--- config.mk ---
export PLATFORM = sky130hd
export DESIGN_NAME = mc_ctrl_fsm
export DESIGN_NICKNAME = d
export VERILOG_FILES = /design/src/rtl/mc_ctrl_fsm.sv
export SDC_FILE = /design/constraint.sdc
export NUM_CORES = 1
export LEC_CHECK = 0
export CAP_MARGIN = 20
export CORE_MARGIN = 4
export CORE_UTILIZATION = 32
export CTS_CLUSTER_DIAMETER = 30
export DETAILED_ROUTE_END_ITERATION = 7
export PLACE_DENSITY = 0.73
export SKIP_LAST_GASP = 1
export SYNTH_ARGS = -nofsm -noshare
export SYNTH_HDL_FRONTEND = slang
export SYNTH_SLANG_ARGS = --single-unit
--- constraint.sdc ---
create_clock -name clk -period 1.5 [get_ports clk]
set_input_delay 0.225 -clock clk [delete_from_list [all_inputs] [get_ports clk]]
set_output_delay 0.225 -clock clk [all_outputs]
set_load 0.05 [all_outputs]
--- src/rtl/mc_ctrl_fsm.sv ---
// mc_ctrl_fsm - multicycle MIPS main controller.
//
// Steps one instruction through FETCH/DECODE/execute/writeback and drives
// the ALU control, the datapath mux selects, the PC enable and the
// register-file and memory strobes. Memory accesses in FETCH, MEMRD and
// MEMWR wait for a mem_ready handshake.
//
// Ports:
//   clk        system clock, rising edge
//   resetn     asynchronous active-low reset (forces FETCH)
//   op         opcode field of the instruction register
//   zero       ALU zero flag (used by BEQ)
//   mem_ready  memory completes the current request this cycle
//   mem_req, memwrite, iord, irwrite           memory/IR controls
//   regdst, memtoreg, regwrite                 register-file controls
//   alusrca, alusrcb, aluop                    ALU controls
//   pcsrc, pcen                                PC controls
//   illegal_op unsupported opcode seen in DECODE (one-cycle pulse)
//   state_o    current state, exported for verification
//
// state   | meaning
// --------+---------------------------------------------
// FETCH   | read instruction at PC, PC <= PC + 4
// DECODE  | register read, branch target precompute
// MEMADR  | effective address = A + signimm
// MEMRD   | data read at ALUOut
// MEMWB   | write MDR to rt
// MEMWR   | data write at ALUOut
// RTYPEEX | A funct B
// RTYPEWB | write ALUOut to rd
// BEQEX   | A - B, load PC from ALUOut if equal
// ADDIEX  | A + signimm
// ADDIWB  | write ALUOut to rt
// JEX     | PC <= jump target

module mc_ctrl_fsm #(
    parameter int STW = 4
) (
    input  logic           clk,
    input  logic           resetn,
    input  logic [5:0]     op,
    input  logic           zero,
    input  logic           mem_ready,
    output logic           mem_req,
    output logic           memwrite,
    output logic           iord,
    output logic           irwrite,
    output logic           regdst,
    output logic           memtoreg,
    output logic           regwrite,
    output logic           alusrca,
    output logic [1:0]     alusrcb,
    output logic [1:0]     aluop,
    output logic [1:0]     pcsrc,
    output logic           pcen,
    output logic           illegal_op,
    output logic [STW-1:0] state_o
);

    localparam logic [5:0] OP_LW    = 6'b100011;
    localparam logic [5:0] OP_SW    = 6'b101011;
    localparam logic [5:0] OP_RTYPE = 6'b000000;
    localparam logic [5:0] OP_BEQ   = 6'b000100;
    localparam logic [5:0] OP_ADDI  = 6'b001000;
    localparam logic [5:0] OP_J     = 6'b000010;

    typedef enum logic [3:0] {
        FETCH   = 4'd0,
        DECODE  = 4'd1,
        MEMADR  = 4'd2,
        MEMRD   = 4'd3,
        MEMWB   = 4'd4,
        MEMWR   = 4'd5,
        RTYPEEX = 4'd6,
        RTYPEWB = 4'd7,
        BEQEX   = 4'd8,
        ADDIEX  = 4'd9,
        ADDIWB  = 4'd10,
        JEX     = 4'd11
    } state_t;

    state_t state, state_nxt;
    logic   pcwrite;
    logic   branch;

    always_ff @(posedge clk or negedge resetn) begin
        if (!resetn) begin
            state <= FETCH;
        end else begin
            state <= state_nxt;
        end
    end

    always_comb begin
        state_nxt  = FETCH;
        mem_req    = 1'b0;
        memwrite   = 1'b0;
        iord       = 1'b0;
        irwrite    = 1'b0;
        regdst     = 1'b0;
        memtoreg   = 1'b0;
        regwrite   = 1'b0;
        alusrca    = 1'b0;
        alusrcb    = 2'b00;
        aluop      = 2'b00;
        pcsrc      = 2'b00;
        pcwrite    = 1'b0;
        branch     = 1'b0;
        illegal_op = 1'b0;

        case (state)
            FETCH: begin
                mem_req   = 1'b1;
                alusrcb   = 2'b01;
                irwrite   = mem_ready;
                pcwrite   = mem_ready;
                state_nxt = mem_ready ? DECODE : FETCH;
            end
            DECODE: begin
                alusrcb = 2'b11;
                case (op)
                    OP_LW, OP_SW: state_nxt = MEMADR;
                    OP_RTYPE:     state_nxt = RTYPEEX;
                    OP_BEQ:       state_nxt = BEQEX;
                    OP_ADDI:      state_nxt = ADDIEX;
                    OP_J:         state_nxt = JEX;
                    default: begin
                        state_nxt  = FETCH;
                        illegal_op = 1'b1;
                    end
                endcase
            end
            MEMADR: begin
                alusrca = 1'b1;
                alusrcb = 2'b10;
                // IR is stable, so the opcode is simply looked at again.
                if (op == OP_LW) begin
                    state_nxt = MEMRD;
                end else if (op == OP_SW) begin
                    state_nxt = MEMWR;
                end else begin
                    state_nxt = FETCH;
                end
            end
            MEMRD: begin
                mem_req   = 1'b1;
                iord      = 1'b1;
                state_nxt = mem_ready ? MEMWB : MEMRD;
            end
            MEMWB: begin
                memtoreg = 1'b1;
                regwrite = 1'b1;
            end
            MEMWR: begin
                // Strobe held steady until the single write is accepted.
                mem_req   = 1'b1;
                iord      = 1'b1;
                memwrite  = 1'b1;
                state_nxt = mem_ready ? FETCH : MEMWR;
            end
            RTYPEEX: begin
                alusrca   = 1'b1;
                aluop     = 2'b10;
                state_nxt = RTYPEWB;
            end
            RTYPEWB: begin
                regdst   = 1'b1;
                regwrite = 1'b1;
            end
            BEQEX: begin
                alusrca = 1'b1;
                aluop   = 2'b01;
                pcsrc   = 2'b01;
                branch  = 1'b1;
            end
            ADDIEX: begin
                alusrca   = 1'b1;
                alusrcb   = 2'b10;
                state_nxt = ADDIWB;
            end
            ADDIWB: begin
                regwrite = 1'b1;
            end
            JEX: begin
                pcsrc   = 2'b10;
                pcwrite = 1'b1;
            end
            default: begin
                state_nxt = FETCH;
            end
        endcase
    end

    assign pcen    = pcwrite | (branch & zero);
    assign state_o = STW'(state);

endmodule

==> results.json, run 1 <==
{
  "status": "stopped before the end",
  "last-stage-reached": "4_1_cts",
  "firstError": "[ERROR DPL-0033] detailed placement checks failed during check placement.",
  "cts.repair.resized": 14,
  "synth.area.mux_share": 0,
  "yosysWarnings": 0,
  "synthSimpleGateAreaFrac": 0.413,
  "start_util": 0.357,
  "cts_buffers": 3,
  "pre_cts_slack_ns": -0.302,
  "synth-xor-area-share": 0.0354,
  "io_buffers": 29,
  "ys_ff_latch": 4,
  "post_cts_buffers": 6,
  "synthAdderAreaFrac": 0,
  "synth_fp_nets": 80,
  "io_pins": 30,
  "synth_cell_types": 28,
  "root_buffer": "clkbuf_4",
  "place_congestion": 0.937,
  "syn-cell-area_sq_um": 494,
  "clock-sinks": 4,
  "netlist_instances": 70,
  "die_h_microns": 47.3,
  "ys.flop_type": "dfrtp_1",
  "synth_compound_area_frac": 0.218,
  "rows": 13,
  "fp.dieW_microns": 47.3,
  "h-tree-depth": 1,
  "synth-edff-count": 0,
  "syn_area_per_cell_sq_um": 7.06,
  "seq_area_frac_synth": 0.203,
  "async_flop_share": 1.00,
  "hpwl_microns": 1770,
  "ctsHoldBuffers": 0,
  "clockBufferDepth": 2,
  "synth_top_family_by_area": "simple AND/OR/NAND/NOR gates"
}
synthesized netlist by cell type, drive strengths merged (2+ instances only):
cell type | n | area share
a21oi | 3 | 0.030
or3 | 2 | 0.025
nand2 | 6 | 0.046
o21ai | 5 | 0.051
nand2b | 3 | 0.038
xnor2 | 2 | 0.035
nor2 | 8 | 0.061
or4 | 2 | 0.030
nor3 | 8 | 0.081
nor4 | 2 | 0.025
inv | 3 | 0.023
buf | 6 | 0.11
dfrtp | 4 | 0.20
nor2b | 2 | 0.025
o22ai | 2 | 0.025
nand3 | 2 | 0.020
stage by stage:
stage	instances	TNS, ns	cell area, sq um
2_1_floorplan	70	-3.80	638
3_3_place_gp	129	-1.03	1240
3_5_place_dp	129	-1.36	1240
cells by family after synthesis:
logic type / count (synthesis)
xor+xnor: 2
compound gates: 16
buf+inv: 9
simple gates: 39
flops: 4
==> inputs of run 2 (changes only) <==
CORE_AREA = 4 4 65 67   (was not set)
CORE_MARGIN = not set   (was 4)
CORE_UTILIZATION = not set   (was 32)
CTS_CLUSTER_DIAMETER = not set   (was 30)
DIE_AREA = 0 0 69 71   (was not set)
PLACE_DENSITY = not set   (was 0.73)
PLACE_DENSITY_LB_ADDON = 0.15   (was not set)
clock period = 2 ns   (was 1.5 ns; I/O delays follow)
==> run 2 against run 1 <==
  * The flow now finishes without violations
  * Area after synthesis is the same
  * Synthesized cell count did not move
==> results.json, run 2 <==
{
  "status": "finished clean",
  "netlist_instances": 70,
  "cap_violations": 0,
  "hold_viol_final": 0,
  "power.static_leakage_nw": 0.467,
  "layout.cells.non_filler": 156,
  "drt-initial-drc-count": 16,
  "io_pins": 30,
  "dieArea_sq_um": 4900,
  "synth.largest_area_cell": "dfrtp_1",
  "multi_input_area_sq_um": 393,
  "regArea_sq_um": 101,
  "h-tree-depth": 1,
  "crit_fanout": 9,
  "antenna_left": 0,
  "n_fill_cell": 411,
  "io_buffers": 29,
  "p_clk_frac": 0.311,
  "critPathLaunchType": "flop",
  "seq_area_frac_synth": 0.203,
  "rsz0062_at_grt": "false",
  "cp-end-kind": "primary output",
  "post-place-cells": 152,
  "drv_slew": 0,
  "timing_worst_setup_path_type": "reg -> out",
  "core_sq_um": 3630,
  "setup_viol_count_final": 0,
  "syn-cell-area_sq_um": 494,
  "num_vias": 645,
  "wire_per_inst_microns": 11.5,
  "fin_area_sq_um": 1130,
  "grt_max_degree": 13,
  "rows": 22,
  "synth_top_cell_area_share": 0.203,
  "clockBufferDepth": 2,
  "place_congestion": 0.860,
  "cp.required_ns": 1.70,
  "antenna_found_initial": 0,
  "final_common_cell": "buf_12",
  "final.setup_skew_ns": 0.00149,
  "cts_tree": "built",
  "grt.total_usage": 0.0754,
  "clock-sinks": 4,
  "synth-edff-count": 0,
  "power.share.sequential": 0.162,
  "synth_fp_nets": 80,
  "pre_cts_slack_ns": 0.113,
  "synth_cell_types": 28,
  "hpwl_microns": 1500,
  "worst_pin_slew_ns": 0.465,
  "pwr-share-comb": 0.527,
  "route.detailed.drc": 0,
  "min_period_ns": 1.91,
  "syn_area_per_cell_sq_um": 7.06,
  "cp.arrival_ns": 1.61,
  "clkLatencyLatePin_ns": 0.22,
  "post_cts_buffers": 0,
  "fp.dieW_microns": 69,
  "ys_ff_latch": 4,
  "nNetsFinal": 119,
  "largest_reg_flops": 4,
  "die_h_microns": 71,
  "async_flop_share": 1.00,
  "p_int_uw": 366,
  "swShare": 0.383,
  "path_clk_slew_ns": 0.03,
  "timing.final.crit_share": 0.955,
  "drt-vias-per-instance": 4.13,
  "grt_pass1_wl_microns": 3130,
  "drive_above_1_share": 0.454,
  "p_sw_uw": 227,
  "wl_microns": 1800,
  "start_util": 0.136,
  "area_delta_synth_final_pct": 129,
  "peakVddDrop_uv": 154,
  "slew_headroom": 0.688,
  "hold_slack_ns": 0.278,
  "ctsHoldBuffers": 0,
  "antenna_cells": 0,
  "setup_ws_ns": 0.0892,
  "worst-r2r-setup-slack_ns": 0.35,
  "tns_ns": 0,
  "fmax_ghz": 0.523,
  "ys_top_cells_by_area": "dfrtp_1 (20%), nor3_1 (8.1%), buf_6 (6.8%)",
  "drt_first_pass_iters": 4,
  "ys_top_cells_by_count": "nor2_1 (8), nor3_1 (8), nand2_1 (6), o21ai_0 (5), dfrtp_1 (4)",
  "grt_pass1_vias": 678,
  "layout_common_cells": "buf_12 (16), buf_4 (15), clkdlybuf4s50_1 (9), nor2_1 (7), nand2_1 (6)",
  "grt_remaining_overflow": 0,
  "cts_buffers": 3,
  "ys.flop_type": "dfrtp_1",
  "yosysWarnings": 0,
  "power_density_nw_per_um2": 523,
  "postPlaceCellArea_sq_um": 1080,
  "hold_class": "in -> async",
  "root_buffer": "clkbuf_8"
}
[run 2: cell counts after synthesis]
Identical to the previous run, type by type.
[run 2: layout make-up]
cell class                 count  area share
timing repair buffer          40       0.461
multi-input combinational     57       0.347
sequential                     4      0.0894
tap                           48      0.0530
clock buffer                   4      0.0397
inverter                       3     0.00993
[run 2: routing by layer]
metal  up-vias  global-route usage  part of all wire
met3         2              0.0213             0.067
li1        334                   -                 -
met4         0              0.0390             0.012
met5         -                   0                 0
met2        22               0.123              0.48
met1       287              0.0902              0.44
[run 2: final timing paths]
path	from	to	cells past startpoint
min in group clk	state_o[2]	state_o[3]	1
worst max register to register	state_o[2]	state_o[0]	5
max in group asynchronous	resetn	state_o[0]	1
worst max-delay path	state_o[0]	alusrcb[1]	4
worst min register to register	state_o[2]	state_o[3]	1
worst min-delay path	resetn	state_o[2]	1
[run 2: critical path: stages, from the launching register on]
cell and delay (ns):
dfrtp_2 0.46, or2b_4 0.30, or2_2 0.32, a21oi_4 0.16, buf_12 0.15
[run 2: what timing repair did]
item                                   CTS  global route
endpoints found under the hold margin    0             0
gates resized for setup                  1             3
setup endpoints to repair                1             3
[run 2: metrics by stage]
stage / power, mW / utilization
5_1_grt: 0.623 / 0.312
2_1_floorplan: 0.264 / -
3_5_place_dp: 0.410 / 0.296
3_3_place_gp: 0.410 / 0.296
6_report: 0.593 / 0.312
4_1_cts: 0.600 / 0.310
[run 2: cells by family (layout without fill, tap and decap cells)]
family                 after synthesis  after routing  share of synthesized area
XOR/XNOR                             2              2                     0.0354
AO/OA/AOI/OAI                       16             16                      0.218
buffers and inverters                9             47                      0.132
AND/OR/NAND/NOR                     39             39                      0.413
flip-flops                           4              4                      0.203
[run 2: power groups by stage]
| stage | sequential (mW) | combinational, mW | clock, mW |
|---|---|---|---|
| 5_1_grt | 0.0984 | 0.331 | 0.194 |
| 4_1_cts | 0.0962 | 0.314 | 0.190 |
| 6_report | 0.0962 | 0.312 | 0.184 |
| 3_5_place_dp | 0.0971 | 0.313 | 0 |
| 2_1_floorplan | 0.106 | 0.158 | 0 |
| 3_3_place_gp | 0.0973 | 0.313 | 0 |
No activity file was read; power rests on OpenSTA's default activity.
==> inputs of run 3 (changes only) <==
ABC_AREA = 1   (was not set)
==> run 3 against run 2 <==
  * Clock power fell by 9.8%
  * Largest power group unchanged
  * Clock skew fell by 0.00090 ns
  * Worst hold slack improved by 0.014 ns
  * Sequential power fell by 1%
  * Area after synthesis fell by 0.51%
  * Highest routed layer is now met3
  * Total power fell by 6.2%
  * Sequential share of layout area rose by 1.0 points
==> results.json, run 3 <==
{
  "p_sw_uw": 219,
  "fp.dieW_microns": 69,
  "syn_area_per_cell_sq_um": 5.18,
  "hpwl_microns": 1560,
  "io_pins": 30,
  "grt_pass1_wl_microns": 2890,
  "power.static_leakage_nw": 0.502,
  "crit_fanout": 3,
  "ys_top_cells_by_count": "nor2_1 (28), nand2_1 (21), inv_1 (16), nand3_1 (11)",
  "synthSimpleGateAreaFrac": 0.616,
  "hold_viol_final": 0,
  "cp.required_ns": 1.70,
  "layout_common_cells": "nor2_1 (23), nand2_1 (21), inv_1 (16), clkdlybuf4s50_1 (13), buf_12 (13)",
  "ys_top_cells_by_area": "nor2_1 (21%), dfrtp_1 (20%), nand2_1 (16%)",
  "dieArea_sq_um": 4900,
  "route.detailed.drc": 0,
  "seq_area_frac_synth": 0.204,
  "cpMaxStageDelayCell": "clkdlybuf4s50_1",
  "synth-xor-area-share": 0,
  "tns_ns": 0,
  "root_buffer": "clkbuf_8",
  "h-tree-depth": 1,
  "post_cts_buffers": 0,
  "grt_pass1_vias": 634,
  "area_delta_synth_final_pct": 114,
  "setup_ws_ns": 0.171,
  "wl_microns": 1710,
  "start_util": 0.135,
  "grt_max_degree": 8,
  "yosysMostFrequentCell": "nor2_1",
  "post-place-cells": 172,
  "postPlaceCellArea_sq_um": 1010,
  "n_fill_cell": 414,
  "synth_compound_area_frac": 0.0356,
  "synth_top_family_by_area": "simple AND/OR/NAND/NOR gates",
  "synth-edff-count": 0,
  "grt_remaining_overflow": 0,
  "rsz0062_at_grt": "false",
  "crit_chain": "clkdlybuf4s50_1, nor2_1, nand3_1, nand2_1, nor2_1, nand2_1, nor2_2, buf_12",
  "synth_cell_types": 12,
  "synthAdderAreaFrac": 0,
  "power_uw": 556,
  "netlist_instances": 95,
  "wire_per_inst_microns": 9.77,
  "clkLatencyLatePin_ns": 0.21,
  "synth_top_cell_area_share": 0.214,
  "drt_first_pass_iters": 4,
  "synth_fp_nets": 105,
  "clockBufferDepth": 2,
  "drt-vias-per-instance": 3.70,
  "min_period_ns": 1.83,
  "slew_headroom": 0.666,
  "drive_above_1_share": 0.307,
  "timing.final.crit_share": 0.914,
  "status": "finished clean",
  "final_common_cell": "nor2_1",
  "syn-cell-area_sq_um": 492,
  "ctsHoldBuffers": 0,
  "core_sq_um": 3630,
  "p_clk_frac": 0.298,
  "synth.largest_area_cell": "nor2_1",
  "rows": 22,
  "path_clk_slew_ns": 0.03,
  "largest_reg_flops": 4,
  "cts.repair.resized": 0,
  "timing_worst_setup_path_type": "in -> out",
  "io_buffers": 29,
  "cap_violations": 0,
  "antenna_found_initial": 0,
  "final_util": 0.290,
  "final.setup_skew_ns": 0.000593,
  "antenna_cells": 0,
  "cp-end-kind": "primary output",
  "p_int_uw": 337,
  "power_density_nw_per_um2": 529,
  "ys_ff_latch": 4,
  "die_h_microns": 71,
  "clock-sinks": 4,
  "hold_class": "in -> async",
  "worst_pin_slew_ns": 0.499,
  "fmax_ghz": 0.547,
  "ff2ff_path_depth": 7,
  "async_flop_share": 1.00,
  "drt-initial-drc-count": 17,
  "multi_input_area_sq_um": 362,
  "ys.flop_type": "dfrtp_1",
  "fin_area_sq_um": 1050,
  "peakVddDrop_uv": 146,
  "setup_viol_count_final": 0,
  "antenna_left": 0,
  "hold_slack_ns": 0.292,
  "nNetsFinal": 139,
  "power.share.sequential": 0.170,
  "yosysWarnings": 0,
  "layout.cells.non_filler": 175,
  "cts_tree": "built",
  "grt.total_usage": 0.0710,
  "place_congestion": 0.774,
  "cts_buffers": 3,
  "swShare": 0.393,
  "cp.arrival_ns": 1.53,
  "regArea_sq_um": 105,
  "synth.area.mux_share": 0,
  "critPathLaunchType": "primary input",
  "pre_cts_slack_ns": 0.122,
  "drv_slew": 0,
  "pwr-share-comb": 0.531,
  "num_vias": 648,
  "slowest_delay_ns": 0.51
}
-- run 3: cell count changes in the layout (fill, tap and decap cells not counted), moves of 4 or more --
cell and change:
nand2_1 +15, nand3_1 +9, buf_4 -12, clkdlybuf4s50_1 +4
nor2_1 +16, nor2_4 +6, inv_1 +13, nor3_1 -5
-- run 3: final timing paths --
kind                              end  slack, ns        from
setup / recovery           illegal_op       0.17       op[2]
hold / removal             state_o[3]       0.29      resetn
setup reg to reg           state_o[1]       0.74  state_o[2]
hold reg to reg            state_o[3]       0.59  state_o[3]
max in group asynchronous  state_o[0]       1.53      resetn
min in group clk           state_o[3]       0.59  state_o[3]
-- run 3: final cells by class --
| cell class | count | share of cell area |
|---|---|---|
| Multi-Input combinational cell | 72 | 0.344 |
| Clock buffer | 3 | 0.0392 |
| Tap cell | 48 | 0.0571 |
| Inverter | 19 | 0.0678 |
| Sequential cell | 4 | 0.0999 |
| Timing Repair Buffer | 29 | 0.392 |
-- run 3: kinds of logic after synthesis --
family,after synthesis
flip-flops,4
AO/OA/AOI/OAI,3
buffers and inverters,19
AND/OR/NAND/NOR,69
-- run 3: power groups by stage --
stage / combinational (mW) / sequential, mW / clock, mW
final: 0.296 / 0.0948 / 0.166
after global routing: 0.313 / 0.0962 / 0.174
after CTS: 0.298 / 0.0950 / 0.173
after detailed placement: 0.297 / 0.0959 / 0
after global placement: 0.298 / 0.0956 / 0
after floorplan: 0.142 / 0.111 / 0
-- run 3: routing by layer --
metal / share of wire / global-route usage / up-vias
li1: - / - / 353
met1: 0.45 / 0.0802 / 275
met2: 0.49 / 0.124 / 20
met3: 0.063 / 0.0241 / 0
met4: 0 / 0.0260 / 0
met5: 0 / 0 / -
-- run 3: worst max-delay path, delay by kind of cell --
kind,cells,cell delay [ns]
buf+inv,2,0.66
simple gates,6,0.57
